[src/rtl/fetch_sequencer.sv]
// Fetch sequencer: walks a combinational instruction ROM, hands instructions to
// decode through a valid/ready register stage, follows absolute jumps, stops on
// a halt opcode and accepts execute-stage redirects.
module fetch_sequencer #(
  parameter logic [7:0] RESET_PC = 8'd0,
  parameter int         COUNT_W  = 16
) (
  input  logic               i_clk,
  input  logic               i_reset,
  input  logic               i_start,
  output logic [7:0]         o_inst_address,
  input  logic [9:0]         i_inst_in,
  output logic [9:0]         o_inst_out,
  output logic               o_inst_valid,
  input  logic               i_inst_ready,
  output logic [7:0]         o_pc,
  input  logic               i_redirect,
  input  logic [7:0]         i_redirect_target,
  output logic               o_halted,
  output logic [COUNT_W-1:0] o_issue_count
);

  localparam logic [1:0] S_IDLE     = 2'd0;
  localparam logic [1:0] S_FETCH    = 2'd1;
  localparam logic [1:0] S_HALTPEND = 2'd2;
  localparam logic [1:0] S_HALT     = 2'd3;

  localparam logic [3:0] OP_HALT = 4'b0000;
  localparam logic [3:0] OP_JUMP = 4'b1001;

  localparam logic [COUNT_W-1:0] COUNT_MAX = '1;

  logic [1:0]         r_state;
  logic [7:0]         r_fetch_pc;
  logic [9:0]         r_inst_out;
  logic [7:0]         r_pc;
  logic               r_inst_valid;
  logic [COUNT_W-1:0] r_issue_count;

  logic       w_transfer;
  logic       w_load_en;
  logic       w_is_jump;
  logic       w_is_halt;
  logic       w_active;
  logic       w_restart;
  logic [7:0] w_next_pc;

  // Handshake and next-address decode for the word currently on the ROM bus.
  always_comb begin
    w_transfer = r_inst_valid && i_inst_ready;
    w_load_en  = !r_inst_valid || i_inst_ready;
    w_is_jump  = (i_inst_in[9:6] == OP_JUMP);
    w_is_halt  = (i_inst_in[9:6] == OP_HALT);
    w_active   = (r_state == S_FETCH) || (r_state == S_HALTPEND);
    w_restart  = ((r_state == S_IDLE) || (r_state == S_HALT)) && i_start;
    // 8-bit add wraps 255 -> 0 naturally.
    w_next_pc  = w_is_jump ? {2'b00, i_inst_in[5:0]} : r_fetch_pc + 8'd1;
  end

  // Control FSM plus the fetch address and the decode-facing instruction register.
  always_ff @(posedge i_clk or posedge i_reset) begin
    if (i_reset) begin
      r_state      <= S_IDLE;
      r_fetch_pc   <= RESET_PC;
      r_inst_out   <= 10'b0;
      r_pc         <= 8'd0;
      r_inst_valid <= 1'b0;
    end else begin
      case (r_state)
        S_IDLE, S_HALT: begin
          if (i_start) begin
            r_state      <= S_FETCH;
            r_fetch_pc   <= RESET_PC;
            r_inst_valid <= 1'b0;
          end
        end
        S_FETCH: begin
          if (i_redirect) begin
            // Squash whatever is held, even if decode takes it this cycle.
            r_inst_valid <= 1'b0;
            r_fetch_pc   <= i_redirect_target;
          end else if (w_load_en) begin
            r_inst_out   <= i_inst_in;
            r_pc         <= r_fetch_pc;
            r_inst_valid <= 1'b1;
            r_fetch_pc   <= w_next_pc;
            if (w_is_halt) begin
              r_state <= S_HALTPEND;
            end
          end
        end
        S_HALTPEND: begin
          // The halt word is held until decode accepts it; no more ROM captures.
          if (i_redirect) begin
            r_inst_valid <= 1'b0;
            r_fetch_pc   <= i_redirect_target;
            r_state      <= S_FETCH;
          end else if (w_transfer) begin
            r_inst_valid <= 1'b0;
            r_state      <= S_HALT;
          end
        end
        default: begin
          r_state <= S_IDLE;
        end
      endcase
    end
  end

  // Saturating count of accepted instructions since the last start.
  always_ff @(posedge i_clk or posedge i_reset) begin
    if (i_reset) begin
      r_issue_count <= '0;
    end else if (w_restart) begin
      r_issue_count <= '0;
    end else if (w_active && w_transfer && (r_issue_count != COUNT_MAX)) begin
      r_issue_count <= r_issue_count + COUNT_W'(1);
    end
  end

  assign o_inst_address = r_fetch_pc;
  assign o_inst_out     = r_inst_out;
  assign o_inst_valid   = r_inst_valid;
  assign o_pc           = r_pc;
  assign o_halted       = (r_state == S_HALT);
  assign o_issue_count  = r_issue_count;

endmodule

[config.mk]
export PLATFORM = sky130hd
export DESIGN_NAME = fetch_sequencer
export DESIGN_NICKNAME = d
export VERILOG_FILES = /design/src/rtl/fetch_sequencer.sv
export SDC_FILE = /design/constraint.sdc
export NUM_CORES = 1
export LEC_CHECK = 0
export BUFFER_PORTS_ARGS = -buffer_cell sky130_fd_sc_hd__buf_2
export CAP_MARGIN = 20
export CORE_AREA = 8 8 83 85
export CTS_CLUSTER_DIAMETER = 200
export CTS_CLUSTER_SIZE = 8
export DETAILED_ROUTE_END_ITERATION = 16
export DIE_AREA = 0 0 91 93
export PLACE_DENSITY = 0.78
export SKIP_CTS_REPAIR_TIMING = 1
export SYNTH_ARGS = -nofsm -noshare
export SYNTH_HDL_FRONTEND = slang
export SYNTH_SLANG_ARGS = --single-unit
[constraint.sdc]
create_clock -name i_clk -period 7.45 [get_ports i_clk]
set_clock_uncertainty 0.2 [all_clocks]
set_input_delay 0.745 -clock i_clk [delete_from_list [all_inputs] [get_ports i_clk]]
set_output_delay 0.745 -clock i_clk [all_outputs]
set_load 0.1 [all_outputs]
# Word level (Yosys, flattened, before mapping)
# Cells that the tools add are included.
[op_classes]
add_sub_neg = 2
eq_ne = 12
n_mux = 21
bitwise = 1
reduce_logical = 16
[ops]
columns = ["cell", "n"]
rows = [
  ["8-bit two-way mux", 5],
  ["16-bit two-way mux", 2],
  ["8-bit one-hot mux with 3 select lines", 1],
  ["16-bit by 1-bit adder with 16-bit output (second input constant)", 1],
  ["16-bit != test (second input constant)", 1],
  ["2-bit two-way mux", 6],
  ["2-bit != test (second input constant)", 5],
  ["3-bit AND reduction", 3],
  ["8-bit by 1-bit adder with 8-bit output (second input constant)", 1],
  ["3-bit != test (second input constant)", 2],
  ["2-bit one-hot mux with 3 select lines", 1],
  ["1-bit two-way mux", 5],
  ["5-bit AND reduction", 1],
  ["2-bit == test (second input constant)", 2],
  ["4-bit == test (second input constant)", 1],
  ["1-bit logical AND", 4],
  ["4-bit logical NOT", 1],
  ["1-bit logical OR", 3],
  ["1-bit one-hot mux with 3 select lines", 1],
  ["2-bit by 1-bit == test with 1-bit output (second input constant)", 1],
  ["2-bit logical NOT", 1],
  ["2-bit nonzero test", 1],
  ["2-bit OR reduction", 1],
  ["1-bit logical NOT", 1],
  ["1-bit inverter", 1],
]
[word_totals]
ff_bits = 45
inputBits = 23
out_inout_bits = 44

# Depth between registers and ports, before layout
# Gate-level depths: netlist (run 1).
[depth]
depth_word = 6
ltp_mapped = 7

# Least setup slack after synthesis (run 1)
# Ideal clock, no wire load.
[synth_path]
path_type = "reg-to-reg"
from = "register r_issue_count[2] (netlist: o_issue_count[2])"
to = "register r_issue_count[15] (netlist: o_issue_count[15])"
setup_ns = 0.122
t_arrival_ns = 2.485
t_required_ns = 7.128
slack_ns = 4.643
stages_incl_launch_ff = 6
cell_sequence = "dfrtp_1 -> nand3_2 -> or4_1 -> buf_2 -> or4_1 -> o211a_1"
[synth_via]
elab_chain_len = 3
word_cells_on_any_way = 6
[synth_lines]
columns = ["element", "line", "rtl"]
rows = [
  ["start, declared", "38", "logic [COUNT_W-1:0] r_issue_count;"],
  ["start signal, assigned", "117", "r_issue_count <= r_issue_count + COUNT_W'(1);"],
  ["16-bit by 1-bit adder with 16-bit output / 16-bit != test (equally long branches)", "117, 116", ""],
  ["16-bit two-way mux / 1-bit logical AND (equally long branches)", "116", "end else if (w_active && w_transfer && (r_issue_count != COUNT_MAX)) begin"],
  ["16-bit two-way mux / 2-bit nonzero test (equally long branches)", "-", ""],
]
# Several ways; a longest one is shown, not always the timed one. The select of a mux whose other input is x is not followed.
# A chain may end at the register's enable or synchronous reset.

# Final worst setup path (run 1)
[layout_path]
from = "register r_state[0]"
to = "register r_issue_count[15] (netlist: o_issue_count[15])"
[layout_via]
elab_chain_len = 5
word_cells_on_any_way = 11
[layout_lines]
columns = ["element", "line", "rtl"]
rows = [
  ["start, declared", "33", "logic [1:0] r_state;"],
  ["start signal, assigned", "63", "r_state <= S_IDLE;"],
  ["start signal, assigned", "72", "r_state <= S_FETCH;"],
  ["start signal, assigned", "88", "r_state <= S_HALTPEND;"],
  ["2-bit by 1-bit == test with 1-bit output / 2-bit == test (equally long branches)", "54", "w_active = (r_state == S_FETCH) || (r_state == S_HALTPEND);"],
  ["1-bit logical OR", "54", ""],
  ["1-bit logical AND (2 in a row)", "116", ""],
  ["2-bit nonzero test (no line)", "-", ""],
]
# Several ways; a longest one is shown, not always the timed one.

==> results.toml, run 1 <==
[logic_synthesis]
yosys_warnings = 0
ys_types = 47
ys_ff_latch = 45
async_flop_share = 1.00
avgSynthCellArea_sq_um = 10.5
seq_area_frac_synth = 0.461
synth_ff_type = "dfrtp_1"
syn_inst = 233
synth-edff-count = 0
syn_nets = 262
syn_area_sq_um = 2440

[detailed_routing]
ant_nets = 0
remaining_drc_errors = 0
highest_layer = "met4"
wl_met1_um = 2570
wl_met3_um = 623
drtIter0Drc = 113
drt-total-wl_um = 6280
met2_length_um = 3000
wire_per_inst_um = 16.7
drtPass1Iterations = 6
vias_per_cell = 5.84
vias = 2196

[timing]
grt_setup_unrepaired = "false"
worst_slew_pin_slew_ps = 559
hold_viol = 0
setup_viol = 0
timing.final.crit_period_ps = 2950
slew_violations = 0
finalWorstSetupSlack_ps = 4500
max_freq_mhz = 339
worst_slew_margin_rel = 0.625
final.period_utilization = 0.396
finalSetupTns_ps = 0

[worst_setup_path]
path_cells = "inv_1 > ha_1 > nand3b_1 > or4_1 > or4_1 > o211a_1"
start_kind = "register"
cp.required_ps = 7440
critPathBufInv = 1
cp_slowest_cell = "or4_1"
cpMostUsedCell = "or4_1"
cp_top_family = "simple AND/OR/NAND/NOR gates"
worstSetupEndpointType = "register"
arrival_ps = 2940
crit_type = "register to register"
crit_path_max_fanout = 11
slowest_delay_ps = 700

[finish]
nFillCells = 545
layout-drive-gt1-share = 0.339
area_growth_pct = 21.1
post-route-util = 0.521
insertedDiodeCount = 0
final_common_cell = "buf_2"
nets = 329
postLayoutCellArea_sq_um = 2960
final_cell_mix = "buf_2, dfrtp_1, nand2_1"

[grt]
grt_pass1_vias = 2233
grt_pass1_wl_um = 10500
overflow = 0
gr-usage-all-layers = 0.151
grt_antenna_before_repair = 0
grt_max_degree = 46

[placed_design]
place_congestion = 0.883
hpwl_um = 4640
pre_cts_slack_ps = 4500
port_buffers = 66
placedInstanceArea_sq_um = 2830

[floorplan]
num_rows = 28
fp.dieW_um = 91
die_area_sq_um = 8460
num_io_pins = 67
initial_utilization = 0.430
fp.dieH_um = 93
core_area_sq_um = 5680

[clocking]
clk_pin_slew_ps = 80
cts_tree = "done"
root_buffer = "clkbuf_8"
clock_latency_ps = 300
cts-buffers-inserted = 5
cts.sinks = 45
cts.htree.levels = 2
cts_buffer_depth = 2

[status]
status = "finished clean"

[hold_path]
holdCritPathClass = "input pin to async pin"

[flow_run]
cap_violations = 0
==> per-layer routing <==
metal | vias up | track usage
li1 | 1019 | -
met1 | 1056 | 0.177
met2 | 109 | 0.244
met3 | 12 | 0.0601
met4 | 0 | 0.0587
met5 | - | 0
==> final cells by class <==
| class | count | area (sq um) | share of cell area |
|---|---|---|---|
| clock inverters | 1 | 5.00 | 0.00169 |
| multi-input cells | 169 | 1230 | 0.417 |
| clock buffers | 7 | 96.3 | 0.0326 |
| repair buffers | 69 | 365 | 0.124 |
| well taps | 75 | 93.8 | 0.0318 |
| inverters | 10 | 37.5 | 0.0127 |
| flip-flops and latches | 45 | 1130 | 0.381 |
==> synthesized netlist by cell type, types with 5 or more instances <==
library cell  count  area share
dfrtp_1          45        0.46
nand2_1          19       0.029
mux2_2           18       0.083
o21ai_0          12       0.025
nand3_1          11       0.023
inv_1            10       0.015
a21oi_1           8       0.016
mux2i_1           7       0.029
or3_1             7       0.018
ha_1              6       0.031
a22o_1            5       0.018
clkbuf_1          5      0.0077
nor2b_1           5       0.013
o311ai_0          5       0.018
o31ai_1           5       0.015
or4_1             5       0.015
==> through the flow <==
step	hold slack, ps	std cells
finish	254	376
floorplan	367	233
detailed placement	290	366
global placement	285	366
CTS	311	374
global route	280	376
==> kinds of logic (layout without fill, tap and decap cells) <==
group / after synthesis / count (layout) / synth area share
xor gates and xnor gates: 3 / 3 / 0.0108
adders and majority gates: 6 / 6 / 0.0308
AOI/OAI and AO/OA: 59 / 59 / 0.174
DFF: 45 / 45 / 0.461
buffers and inverters: 19 / 87 / 0.0343
and+or+nand+nor: 76 / 76 / 0.177
muxes: 25 / 25 / 0.112
==> worst reg2reg max path: stages (launching register included) <==
cell and delay (ps):
dfrtp_1 410, inv_1 70, ha_1 360, nand3b_1 380
or4_1 700, or4_1 580, o211a_1 140
==> path summary, 6_finish.rpt <==
path / startpoint / to / slack (ps) / depth (start not counted)
setup / recovery: r_state[0] / o_issue_count[15] / 4500 / 6
hold / removal: i_reset / o_issue_count[12] / 250 / 2
setup reg to reg: r_state[0] / o_issue_count[15] / 4500 / 6
hold reg to reg: o_inst_out[6] / o_inst_out[6] / 310 / 1
max in group asynchronous: i_reset / o_pc[5] / 6300 / 3
min in group i_clk: o_inst_out[6] / o_inst_out[6] / 310 / 1
==> sequential cells by signal, summed over array words and instances (netlist names) <==
signal,count
r_state,2
o_pc,8
o_inst_valid,1
o_inst_out,10
o_inst_address,8
o_issue_count,16
Power of run 1 is left out: the tool's default activity adds up to more than one toggle a clock period on the data nets, which glitch-free logic cannot reach.
==> run 2: changes to the inputs <==
Settings changed: PLACE_DENSITY 0.78 to 0.81.
Clock period 7.45 ns to 2.5 ns, I/O delays scaled along.
==> run 2 against run 1 <==
Global-route usage shrank 0.37 points. Via count grew 0.73%. Maximum frequency grew 25%. Register-to-register slack lost 4400 ps. Critical endpoint unchanged.
==> results.toml, run 2 (synthesized netlist as in run 1, its figures left out) <==
[floorplan]
initial_utilization = 0.430
num_rows = 28
die_area_sq_um = 8460
core_area_sq_um = 5680
num_io_pins = 67
fp.dieH_um = 93
fp.dieW_um = 91

[detailed_routing]
drtPass1Iterations = 4
ant_nets = 0
drt-total-wl_um = 6390
vias_per_cell = 5.72
wire_per_inst_um = 16.5
vias = 2212
drtIter0Drc = 71
remaining_drc_errors = 0

[worst_setup_path]
start_kind = "register"
worstReg2RegEnd = "o_issue_count[15]"
r2r_setup_slack_ps = 140
cp.required_ps = 2490
critPathBufInv = 1
cpMostUsedCell = "or4_1"
arrival_ps = 2350
r2r_cells = 6
path_cells = "inv_1 > ha_1 > nand3b_1 > or4_1 > or4_1 > o211a_1"
cp_top_family = "simple AND/OR/NAND/NOR gates"
cp_slowest_cell = "or4_1"
crit_path_max_fanout = 2
reg2reg_from = "r_state[0]"
worstSetupEndpointType = "register"
crit_type = "register to register"
slowest_delay_ps = 530

[finish]
post-route-util = 0.536
nets = 340
layout-drive-gt1-share = 0.388
final_common_cell = "buf_2"
final_cell_mix = "buf_2, dfrtp_1, nand2_1"
largest_reg_flops = 16
nFillCells = 530
area_growth_pct = 24.7
insertedDiodeCount = 0

[placed_design]
hpwl_um = 4730
place_congestion = 0.829
port_buffers = 66
pre_cts_slack_ps = 147

[flow_run]
cap_violations = 0

[timing]
grt_setup_unrepaired = "false"
holdWs_ps = 18.6
finalWorstSetupSlack_ps = 139
slew_violations = 0
setup_viol = 0
worst_slew_pin_slew_ps = 609
timing.final.crit_period_ps = 2360
worst_slew_margin_rel = 0.588
max_freq_mhz = 424
hold_viol = 0
final.period_utilization = 0.944

[clocking]
cts.htree.levels = 2
cts.sinks = 45
cts_buffer_depth = 2
cts-buffers-inserted = 5
clk_pin_slew_ps = 90
clock_latency_ps = 300
root_buffer = "clkbuf_8"
cts_tree = "done"

[hold_path]
hold_path_depth = 2
hold_end = "o_inst_out[5]"
holdCritPathClass = "input pin to register"
hold_start = "i_inst_in[5]"

[grt]
overflow = 0
grt_pass1_vias = 2222
grt_max_degree = 28
gr-usage-all-layers = 0.147
grt_antenna_before_repair = 0
grt_pass1_wl_um = 10400

[status]
status = "finished clean"
[run 2: worst max path at each step]
stage,from,end,slack [ps],depth (start not counted)
2_1_floorplan,r_state[0],o_issue_count[15],-10,7
3_3_place_gp,r_state[0],o_issue_count[15],190,6
3_5_place_dp,r_state[1],o_issue_count[15],150,5
4_1_cts,r_state[0],o_issue_count[15],140,6
5_1_grt,r_state[0],o_issue_count[15],60,6
6_report,r_state[0],o_issue_count[15],140,6
[run 2: metal layers]
layer / part of all wire / wire length, um / vias up / global-route usage
met5: 0 / 0 / - / 0
met4: 0.0056 / 36 / 0 / 0.0355
met3: 0.088 / 563 / 6 / 0.0625
met2: 0.47 / 3030 / 75 / 0.241
met1: 0.43 / 2760 / 1086 / 0.176
li1: - / - / 1045 / -
[run 2: per-stage QoR]
| stage | std cells | TNS (ps) | area (sq um) |
|---|---|---|---|
| CTS | 381 | 0 | 2980 |
| finish | 387 | 0 | 3040 |
| global placement | 373 | 0 | 2900 |
| floorplan | 233 | -14.5 | 2460 |
| global route | 387 | 0 | 3040 |
| detailed placement | 373 | 0 | 2900 |
[run 2: worst register-to-register path, cell delays in order, from the launching register on]
cell,delay [ps]
dfrtp_1,350
inv_1,60
ha_1,300
nand3b_1,180
or4_1,510
or4_1,530
o211a_1,130
[run 2: area by class of cell]
class / instances / area [sq um] / area share
well taps: 75 / 93.8 / 0.0308
flip-flops and latches: 45 / 1140 / 0.376
clock inverters: 3 / 17.5 / 0.00576
inverters: 10 / 37.5 / 0.0123
clock buffers: 5 / 68.8 / 0.0226
repair buffers: 80 / 450 / 0.148
multi-input cells: 169 / 1230 / 0.405
Power of run 2 is left out for the same reason.
